==> src/rtl/iir_bank.sv <==
// iir_bank: time-multiplexed first-order IIR filter bank.
// One shared multiplier serves NUM_CH channels. Each accepted sample is run
// through every channel in turn:
//   y[n] = sat_W((b0*x[n] + b1*x[n-1] + a1*y[n-1]) >>> FRAC)
// Coefficients can be loaded per channel at run time while the engine is idle.
//
// Ports:
//   clk, rst                  clock, asynchronous active-low reset
//   clr                       synchronous clear of filter state and FSM (coefficients kept)
//   in_valid/in_ready/in_data sample input handshake (in_ready = engine idle)
//   cfg_we/cfg_ch/cfg_sel/cfg_data  coefficient write (sel 0=b0, 1=b1, 2=a1, 3=ignored)
//   cfg_err                   one-cycle pulse: write rejected because engine was busy
//   out_valid/out_ch/out_data/out_sat  per-channel result, one-cycle pulse, no backpressure
module iir_bank #(
   parameter int unsigned W      = 16,
   parameter int unsigned NUM_CH = 2,
   parameter int unsigned FRAC   = 8,
   parameter int unsigned CH_W   = (NUM_CH > 1) ? $clog2(NUM_CH) : 1
) (
   input  logic                clk,
   input  logic                rst,
   input  logic                clr,
   input  logic                in_valid,
   output logic                in_ready,
   input  logic [W-1:0]        in_data,
   input  logic                cfg_we,
   input  logic [CH_W-1:0]     cfg_ch,
   input  logic [1:0]          cfg_sel,
   input  logic [W-1:0]        cfg_data,
   output logic                cfg_err,
   output logic                out_valid,
   output logic [CH_W-1:0]     out_ch,
   output logic [W-1:0]        out_data,
   output logic                out_sat
);

   localparam int unsigned PROD_W = 2 * W;
   localparam int unsigned ACC_W  = 2 * W + 2;

   // Saturation bounds expressed in accumulator width.
   localparam logic signed [ACC_W-1:0] SAT_HI = {{(ACC_W-W+1){1'b0}}, {(W-1){1'b1}}};
   localparam logic signed [ACC_W-1:0] SAT_LO = {{(ACC_W-W+1){1'b1}}, {(W-1){1'b0}}};
   localparam logic [W-1:0]            MAX_W  = {1'b0, {(W-1){1'b1}}};
   localparam logic [W-1:0]            MIN_W  = {1'b1, {(W-1){1'b0}}};

   typedef enum logic [2:0] {IDLE, MAC0, MAC1, MAC2, WB} state_t;

   state_t                   state, state_n;
   logic [CH_W-1:0]          ch;
   logic signed [W-1:0]      xr;
   logic signed [W-1:0]      b0 [NUM_CH];
   logic signed [W-1:0]      b1 [NUM_CH];
   logic signed [W-1:0]      a1 [NUM_CH];
   logic signed [W-1:0]      x1 [NUM_CH];
   logic signed [W-1:0]      y1 [NUM_CH];
   logic signed [ACC_W-1:0]  acc;

   logic                     last_ch_c;
   logic                     cfg_ok_c;
   logic signed [W-1:0]      mul_a_c, mul_b_c;
   logic signed [PROD_W-1:0] prod_c;
   logic signed [ACC_W-1:0]  shifted_c;
   logic                     sat_hi_c, sat_lo_c;
   logic [W-1:0]             y_sat_c;

   assign last_ch_c = (ch == CH_W'(NUM_CH - 1));
   // Writes to the reserved select or a non-existent channel are silently dropped.
   assign cfg_ok_c  = (cfg_sel != 2'd3) && (32'(cfg_ch) < NUM_CH);

   // State register
   always_ff @(posedge clk or negedge rst) begin
      if (!rst) state <= IDLE;
      else      state <= state_n;
   end

   // Next-state logic; clr overrides everything, including a same-cycle handshake
   always_comb begin
      state_n = state;
      case (state)
         IDLE:    if (in_valid) state_n = MAC0;
         MAC0:    state_n = MAC1;
         MAC1:    state_n = MAC2;
         MAC2:    state_n = WB;
         WB:      state_n = last_ch_c ? IDLE : MAC0;
         default: state_n = IDLE;
      endcase
      if (clr) state_n = IDLE;
   end

   // Shared multiplier operand select: one product per MAC state
   always_comb begin
      mul_a_c = '0;
      mul_b_c = '0;
      case (state)
         MAC0: begin mul_a_c = b0[ch]; mul_b_c = xr;     end
         MAC1: begin mul_a_c = b1[ch]; mul_b_c = x1[ch]; end
         MAC2: begin mul_a_c = a1[ch]; mul_b_c = y1[ch]; end
         default: ;
      endcase
   end

   assign prod_c = mul_a_c * mul_b_c;

   // Arithmetic shift (floor) followed by clamp to the W-bit signed range
   always_comb begin
      shifted_c = acc >>> FRAC;
      sat_hi_c  = (shifted_c > SAT_HI);
      sat_lo_c  = (shifted_c < SAT_LO);
      if (sat_hi_c)      y_sat_c = MAX_W;
      else if (sat_lo_c) y_sat_c = MIN_W;
      else               y_sat_c = shifted_c[W-1:0];
   end

   // Datapath, coefficient store, per-channel state and registered outputs
   always_ff @(posedge clk or negedge rst) begin
      if (!rst) begin
         ch        <= '0;
         xr        <= '0;
         acc       <= '0;
         in_ready  <= 1'b1;
         cfg_err   <= 1'b0;
         out_valid <= 1'b0;
         out_ch    <= '0;
         out_data  <= '0;
         out_sat   <= 1'b0;
         for (int i = 0; i < NUM_CH; i++) begin
            b0[i] <= '0;
            b1[i] <= '0;
            a1[i] <= '0;
            x1[i] <= '0;
            y1[i] <= '0;
         end
      end else begin
         out_valid <= 1'b0;
         cfg_err   <= 1'b0;
         in_ready  <= (state_n == IDLE);

         if (cfg_we && cfg_ok_c) begin
            if (state == IDLE) begin
               case (cfg_sel)
                  2'd0:    b0[cfg_ch] <= cfg_data;
                  2'd1:    b1[cfg_ch] <= cfg_data;
                  2'd2:    a1[cfg_ch] <= cfg_data;
                  default: ;
               endcase
            end else begin
               cfg_err <= 1'b1;
            end
         end

         case (state)
            IDLE: if (in_valid) begin
               xr <= in_data;
               ch <= '0;
            end
            MAC0: acc <= ACC_W'(prod_c);
            MAC1: acc <= acc + ACC_W'(prod_c);
            MAC2: acc <= acc + ACC_W'(prod_c);
            WB: begin
               if (!clr) begin
                  out_valid <= 1'b1;
                  out_ch    <= ch;
                  out_data  <= y_sat_c;
                  out_sat   <= sat_hi_c | sat_lo_c;
               end
               x1[ch] <= xr;
               y1[ch] <= y_sat_c;
               if (!last_ch_c) ch <= ch + CH_W'(1);
            end
            default: ;
         endcase

         // Clear wins over the writeback above.
         if (clr) begin
            for (int i = 0; i < NUM_CH; i++) begin
               x1[i] <= '0;
               y1[i] <= '0;
            end
         end
      end
   end

endmodule

==> config.mk <==
export PLATFORM = sky130hd
export DESIGN_NAME = iir_bank
export DESIGN_NICKNAME = d
export VERILOG_FILES = /design/src/rtl/iir_bank.sv
export SDC_FILE = /design/constraint.sdc
export NUM_CORES = 1
export LEC_CHECK = 0
export ABC_AREA = 0
export CAP_MARGIN = 15
export CELL_PAD_IN_SITES_DETAIL_PLACEMENT = 1
export CELL_PAD_IN_SITES_GLOBAL_PLACEMENT = 2
export CORE_ASPECT_RATIO = 1.2
export CORE_MARGIN = 1.5
export CORE_UTILIZATION = 43
export CTS_BUF_LIST = sky130_fd_sc_hd__clkbuf_4 sky130_fd_sc_hd__clkbuf_8
export DETAILED_ROUTE_END_ITERATION = 8
export PLACE_DENSITY = 0.91
export SETUP_SLACK_MARGIN = 0.5
export SYNTH_ARGS = -nofsm -noshare
export SYNTH_HDL_FRONTEND = slang
export SYNTH_SLANG_ARGS = --single-unit
==> constraint.sdc <==
create_clock -name clk -period 11.5 [get_ports clk]
set_clock_uncertainty 0.2 [all_clocks]
set_input_delay 3.45 -clock clk [delete_from_list [all_inputs] [get_ports clk]]
set_output_delay 3.45 -clock clk [all_outputs]
set_load 0.1 [all_outputs]
==> key figures <==
Timing
  – Shortest period the worst path allows: 10,420 ps
  – Max Slew Vio Count: 0
  – # setup viols final: 0
  – RSZ-0062 raised after global routing: false
  – Worst hold slack: 280 ps
  – Slew Limit Headroom: 24.5%
  – FMAX: 96.0 MHz
  – Post-Route Setup TNS: 0 ps
  – Final period utilization: 90.6%
  – Final Hold Vio Count: 0
  – Worst-Margin Slew: 1130 ps

Critical path
  – Startpoint Class: flop
  – Cell family with most CP delay: compound AO/OA/AOI/OAI gates
  – Max FO, Critical Path: 14
  – Worst path most repeated cell: fa_1
  – Required time of the critical path: 11,800 ps
  – Critical Path AT: 10,720 ps
  – Buf/Inv on CP: 5
  – Slowest stage delay, CP: 580 ps
  – Crit Path Category: reg2reg
  – Slowest-stage cell, CP: dfrtp_2
  – Critical path endpoint category: flop

Flow run
  – Max-cap violations: 0

Clock tree
  – CTS Root Cell: clkbuf_8
  – CTS tree: built
  – CTS Buf Count: 43
  – Clock Pin Slew Worst Setup and Hold Paths: 60 ps
  – CTS sink cnt: 235
  – H-tree Lvls: 2
  – Clk Latency, worst-skew pair: 630 ps
  – Clock Path Buffers: 3
  – CTS Hold Buffers Added: 0

Synth
  – Sequential fraction of the synthesis area: 27.1%
  – Cell taking the most area after synthesis: dfrtp_1
  – Yosys warns: 0
  – Synth Area in Adders: 30.9%
  – Synthesized cell area: 21,700 µm²
  – Area share of and/or/nand/nor cells after synthesis: 10.4%
  – Mapped Cells: 2,202
  – Mux cell area share after synthesis: 9.00%
  – Synthesized flop and latch total: 235
  – Async SR Flop Fraction: 100%
  – Post-synthesis xor/xnor area fraction: 2.74%
  – Distinct cell type count of the synthesized netlist: 69
  – Compound-Gate Fraction of Synth Area: 12.9%
  – Synth top area cells: dfrtp_1 27%, fa_1 24%, mux2_2 7.2%
  – Main combinational cell family by area after synthesis: adder cells
  – EDFF count, synth: 0
  – Top_reg_cell synth: dfrtp_1
  – Top-area cell type share of the netlist area: 27.0%
  – Syn_area_per_cell: 9.86 µm²
  – Post-Syn Nets: 2,621

Drt
  – Post-DRT Antenna Nets: 0
  – Avg WL per Cell: 22.1 µm
  – WL final: 65,300 µm
  – Vias post-DR: 16,558
  – Vias per inst: 5.61
  – DRC: 0
  – DR iter-0 viols: 1,041
  – DRT Pass-1 Iters: 5

Worst hold path
  – Hold WC Path Type: reg2reg

Layout
  – Core Util, Final: 48.3%
  – Area of the multi-input gates: 14,300 µm²
  – Most frequent cells in the layout: 314 x inv_1, 263 x fa_1, 230 x dfrtp_1, 205 x nand2_1, 202 x nor2_1
  – Register area: 5890 µm²
  – Finished Cell Area: 24,200 µm²
  – Fill count: 5,590
  – Commonest non-fill, non-tap cell in the layout: inv_1
  – Layout area overhead: 11.4%
  – Layout Nets: 2,689
  – Fin cells: 2,949
  – Share of cells above drive strength 1: 13.2%

Power and ir drop
  – Pwr dens: 222 nW/µm²
  – VDD IR-drop max: 0.111 mV
  – P_leak: 11.5 nW

Floorplanning
  – Total core area: 50,100 µm²
  – # IOs: 61
  – Cell row count: 90
  – Die X: 208 µm
  – Initial Util: 43.3%
  – DIE AREA: 51,900 µm²
  – Die Height: 249 µm

Place
  – Placed cell area: 23,200 µm²
  – Port bufs: 60
  – Placer Congestion: 0.897
  – Placed cells: 2,867
  – DP Wirelength: 51,100 µm

GRT
  – Total Routing Usage GR: 26.0%
  – First-pass GRT wire length: 106,000 µm
  – Initial antenna violation count: 1
  – GR Overflow Total: 0
  – Vias in the first global route: 18,733
  – Largest net degree at the start of global routing: 89

Outcome
  – Outcome: completed
==> cells in the mapped netlist, types with 6 or more instances <==
| master | number |
|---|---|
| xnor2_1 | 44 |
| o21ai_0 | 77 |
| a221oi_1 | 21 |
| xor2_1 | 22 |
| nand2_1 | 205 |
| and2_1 | 12 |
| inv_1 | 314 |
| mux2_2 | 139 |
| a21oi_1 | 98 |
| nor2b_1 | 20 |
| nor3_1 | 17 |
| o22ai_1 | 37 |
| clkbuf_1 | 76 |
| buf_1 | 12 |
| nand2b_1 | 27 |
| ha_1 | 116 |
| o21bai_1 | 12 |
| a31oi_1 | 10 |
| nand4_1 | 7 |
| a22oi_1 | 9 |
| o22a_1 | 6 |
| nor2_1 | 204 |
| a21o_1 | 44 |
| a211oi_1 | 11 |
| a211o_1 | 7 |
| a22o_1 | 35 |
| mux2i_1 | 39 |
| dfrtp_1 | 234 |
| nand3_1 | 6 |
| fa_1 | 263 |
==> what timing repair did <==
action / CTS / global route
setup endpoints to repair: 0 / 2
setup buffers: 0 / 1
resized for setup: 0 / 2
==> report_power, final <==
part	switching [mW]	internal [mW]	leakage (nW)	total [mW]
Sequential	0.196	1.03	2.98	1.23
Clock	0.383	0.480	0.496	0.863
Combinational	1.98	1.30	8.01	3.28
Total	2.56	2.81	11.5	5.37
==> cell families (layout without fill, tap and decap cells) <==
logic type               after synthesis  after routing
flip-flops                           235            235
AO/OA/AOI/OAI                        412            412
multiplexers                         178            178
AND/OR/NAND/NOR                      525            525
other                                  0              1
XOR/XNOR                              67             67
buffers and inverters                406            508
adder cells (fa/ha/maj)              379            379
==> worst reg2reg max path, delay by kind of cell, from the launching register on <==
kind            cells  cell delay, ps
compound gates     16            3800
xor+xnor            1             100
fa+ha+maj           8            3680
buf+inv             5             520
flops               1             580
mux                 1             360
simple gates        4            1070
==> area by class of cell <==
class / count / area share, %
antenna: 1 / 0.0103
clock buffer: 72 / 3.61
clock inverter: 7 / 0.217
inverter: 315 / 4.89
multi-input combinational: 1561 / 59.3
sequential: 235 / 24.4
tap: 644 / 3.33
timing repair buffer: 114 / 4.31
==> flip-flops by register name, indices dropped and copies added (netlist names), 3 cells and up <==
name and cells:
acc 34, a1 32, b0 32, b1 32, x1 32, y1 32, out_data 16, xr 16
state 3
==> routing by layer <==
layer	global-route usage [%]	part of all wire, %
met1	33.2	42
met2	44.6	50
met3	2.91	3.6
met4	11.4	4.5
met5	0	0
==> final timing paths <==
kind | cells past startpoint | start | to | slack, ps
worst max register to register | 35 | state[0] | acc[33] | 1080
min in group asynchronous | 1 | rst | xr[6] | 2590
worst min-delay path | 2 | out_data[15] | out_data[15] | 280
worst max-delay path | 35 | state[0] | acc[33] | 1080
max in group asynchronous | 2 | rst | acc[30] | 7020
worst min register to register | 2 | out_data[15] | out_data[15] | 280
==> metrics by stage <==
| step | setup WS, ps | power, mW |
|---|---|---|
| 2_1_floorplan | 1810 | 3.55 |
| 3_3_place_gp | 1180 | 4.39 |
| 3_5_place_dp | 972 | 4.48 |
| 4_1_cts | 970 | 5.40 |
| 5_1_grt | 496 | 5.81 |
| 6_report | 1080 | 5.37 |
(Power assumes the default switching activity.)
==> RTL change 1, RTL diff (same flow settings) <==
Change the parameter `W` from 16 to 14.
--- a/src/rtl/iir_bank.sv
+++ b/src/rtl/iir_bank.sv
@@ -14,3 +14,3 @@
 module iir_bank #(
-   parameter int unsigned W      = 16,
+   parameter int unsigned W      = 14,
    parameter int unsigned NUM_CH = 2,
Ports: changed (resized cfg_data, in_data and out_data); port bits go from 61 to 55. No check against the original RTL was run, so the function may have changed too.
==> RTL change 1 against the original RTL <==
Core utilization rose by 0.52 points. Area after synthesis is 15% lower. Combinational power decreased by 36%. Setup slack got worse by 0.20 ns. Sequential cell count down 28. Cell area fell by 15%. Count of clock-buffer cells in the layout down 11. Die area shrank 15%. Global-route usage barely moved. Total power shrank 27%. Wire length decreased by 16%. Largest cell class unchanged.
==> RTL change 1: results (changes against the original RTL) <==
# diodes 0 (-1); fillers 4760 (-15%); CP arrival 10.83 ns (+0.11 ns); Critical Path Fanout Max 16 (+2); layout cells sized above 1 13.7% (+0.48 points); Largest register FFs 30 (-12%); Worst-Margin Slew 1.19 ns (+0.0607 ns); power of the clock network 0.000791 W (-8.3%); maximum vdd drop 0.149 mV (+34%); GR met2 Demand/Resource 45.3% (+0.68 points); Post-synth top cells inv_1 (251), nand2_1 (210), dfrtp_1 (206); Post-Synth Adder-Cell Area 28.0% (-2.9 points); Initial DRT Pass Iterations 7 (+2); dominant cell type by area after synthesis dfrtp_1; CTS buffer count 39 (-9.3%); Cell variety after synth 67 (-2.9%); Comb group 0.00209 W (-36%); DRT met1 WL 22700 um (-17%); Final GP Congestion 0.901 (+0.39%); compound-cell area share of the yosys netlist 11.9% (-0.97 points); via count 14269 (-14%); status finished clean; crit-path leading delay family adder cells; post-synthesis mux area share 9.48% (+0.47 points); # port buffers 54 (-10%); vias in the first global route 15937 (-15%); top cell type's share of synthesized area 28.1% (+1.1 points); routed vias/inst 5.61 (-0.11%); met2 WL 28200 um (-14%); grt met3 use 3.05% (+0.14 points); met3 wire length 2060 um (-12%); starting DRC count in detailed routing 709 (-32%); register area share after synthesis 28.2% (+1.1 points); synth top area cells dfrtp_1 (28%), fa_1 (21%), mux2_2 (7.7%), ha_1 (6.7%), inv_1 (5.1%); placed insts 2475 (-14%); Mapped Cells 1924 (-13%); share of power burned in the clock network 20.3% (+4.2 points); GRT Total Usage 26.0% (about the same); pre-CTS WS 0.761 ns (-0.211 ns); clock latency on the worst-skew pair 0.58 ns (-0.05 ns); final wirelength 54800 um (-16%); Synth Area in XOR/XNOR 2.48% (-0.26 points); syn nets 2254 (-14%); Crit-path slowest cell a21o_1; static leakage 9.50 nW (-17%); first-pass GRT wire length 89100 um (-16%); Sw Share 44.9% (-2.8 points); largest net degree at the start of global routing 78 (-12%); grt met1 use 33.4% (+0.12 points); detailed placement HPWL 42200 um (-17%)
RTL change 1: final timing paths:
check	cells after the start	slack, ns	end	startpoint
worst max-delay path	31	0.88	acc[29]$_DFFE_PN0N_	state[1]$_DFF_PN0_
max in group asynchronous	2	7.03	y1[8]$_DFFE_PN0P_	rst
min in group asynchronous	1	2.65	cfg_err$_DFF_PN0_	rst
worst max register to register	31	0.88	acc[29]$_DFFE_PN0N_	state[1]$_DFF_PN0_
worst min-delay path	2	0.28	acc[0]$_DFFE_PN0N_	acc[0]$_DFFE_PN0N_
worst min register to register	2	0.28	acc[0]$_DFFE_PN0N_	acc[0]$_DFFE_PN0N_
RTL change 1: layout make-up:
cell class	count	area, sq um	area share, %
clock buffers	61	777	3.80
inverters	252	946	4.62
repair buffers	92	833	4.07
clock inverters	8	87.6	0.428
well taps	546	683	3.34
multi-input cells	1378	12000	58.4
flip-flops and latches	207	5180	25.3
RTL change 1: what timing repair did:
item                       in CTS  in global routing
resized for setup               0                  9
setup endpoints to repair       0                  4
hold buffers                    0                  0
==> RTL change 2, RTL diff (config.mk and constraints unchanged) <==
Without the edit above. Register the output `cfg_err` once more; this adds one clock of latency there. The other outputs are not delayed to match. Comments in the files are not updated.
--- a/src/rtl/iir_bank.sv
+++ b/src/rtl/iir_bank.sv
@@ -46,2 +46,4 @@
    typedef enum logic [2:0] {IDLE, MAC0, MAC1, MAC2, WB} state_t;
+
+   logic cfg_err_s0;
 
@@ -120,3 +122,3 @@
          in_ready  <= 1'b1;
-         cfg_err   <= 1'b0;
+         cfg_err_s0 <= 1'b0;
          out_valid <= 1'b0;
@@ -134,3 +136,3 @@
          out_valid <= 1'b0;
-         cfg_err   <= 1'b0;
+         cfg_err_s0 <= 1'b0;
          in_ready  <= (state_n == IDLE);
@@ -146,3 +148,3 @@
             end else begin
-               cfg_err <= 1'b1;
+               cfg_err_s0 <= 1'b1;
             end
@@ -182,2 +184,6 @@
 
+   always_ff @(posedge clk) begin
+      cfg_err <= cfg_err_s0;
+   end
+
 endmodule
Check against the original RTL: not equivalent (a bounded check fails within 4 cycles, from zero or initial values and one cycle with rst low).
==> RTL change 2 against the original RTL <==
Cell area is 0.26% lower. First-iteration DRC count grew 4.9%. Setup slack got worse by 0.011 ns. Total power is 0.58% higher. Wire length is 1.6% higher. Count of clock-buffer cells in the layout is 5 lower. Sequential cell count grew 1. Area after synthesis barely moved. Hold slack worse by 0.14 ns. Global-route usage is 0.70 points higher. Critical endpoint is now acc[31]$_DFFE_PN0N_. Largest cell class unchanged. Largest power group unchanged. Highest routed layer unchanged.
==> RTL change 2: results (changes against the original RTL) <==
status finished clean; register area share after synthesis 27.1% (+0.067 points); syn nets 2622 (+0.038%); Avg Cell Area, Syn 9.87 sq um (about the same); vias in the first global route 19164 (+2.3%); Post-synth ARST share 99.6% (-0.42 points); detailed placement HPWL 51700 um (+1.3%); relative slew slack 25.1% (+0.57 points); hold slack 0.142 ns (-0.138 ns); footprint of the multi-input gates 14300 sq um (about the same); static leakage 11.4 nW (-0.40%); crit-path max cell delay 0.56 ns (-0.02 ns); Final WS setup 1.07 ns (-0.0110 ns); share of power burned in the clock network 15.6% (-0.5 points); Final GP Congestion 0.892 (-0.57%); Post-DP Area 23200 sq um (about the same); DRT met1 WL 27500 um (+0.39%); Sw Share 48.1% (+0.44 points); met3 wire length 2770 um (+18%); Comb group 0.00335 W (+2%); Hold Path Depth 0 (-2); synth top area cells dfrtp_1 (27%), fa_1 (24%), mux2_2 (7.2%), ha_1 (6.7%), inv_1 (5.4%); met2 WL 33600 um (+3.2%); starting DRC count in detailed routing 1092 (+4.9%); nets@finish 2684 (-0.19%); maximum vdd drop 0.109 mV (-1.5%); GR met2 Demand/Resource 46.6% (+2.0 points); final wirelength 66300 um (+1.6%); Post-Synth Adder-Cell Area 30.9% (about the same); largest net degree at the start of global routing 107 (+20%); R2R cell count 36 (+2.9%); crit-path leading delay family adder cells; GRT Total Usage 26.7% (+0.70 points); clock latency on the worst-skew pair 0.61 ns (-0.02 ns); pre-CTS WS 0.902 ns (-0.0702 ns); grt met1 use 33.5% (+0.31 points); compound-cell area share of the yosys netlist 12.8% (about the same)
-- RTL change 2: cell types whose count changed in the layout (fill, tap and decap cells not counted), sizes merged --
cell,delta
buf,-5
clkbuf,-5
clkinvlp,+1
dfxtp,+1
inv,-1
-- RTL change 2: path summary, 6_finish.rpt --
path	startpoint	end
max reg2reg	state[1]$_DFF_PN0_	acc[31]$_DFFE_PN0N_
min	cfg_err_s0$_DFF_PN0_	cfg_err$_DFF_P_
min reg2reg	cfg_err_s0$_DFF_PN0_	cfg_err$_DFF_P_
min in group asynchronous	rst	cfg_err_s0$_DFF_PN0_
max	state[1]$_DFF_PN0_	acc[31]$_DFFE_PN0N_
max in group asynchronous	rst	acc[28]$_DFFE_PN0N_
-- RTL change 2: final cells by class --
cell class / instances / area share (%)
repair buffers: 109 / 4.08
well taps: 644 / 3.34
inverters: 315 / 4.90
flip-flops and latches: 236 / 24.5
clock inverters: 7 / 0.213
clock buffers: 67 / 3.49
multi-input cells: 1561 / 59.5
diodes: 1 / 0.0104
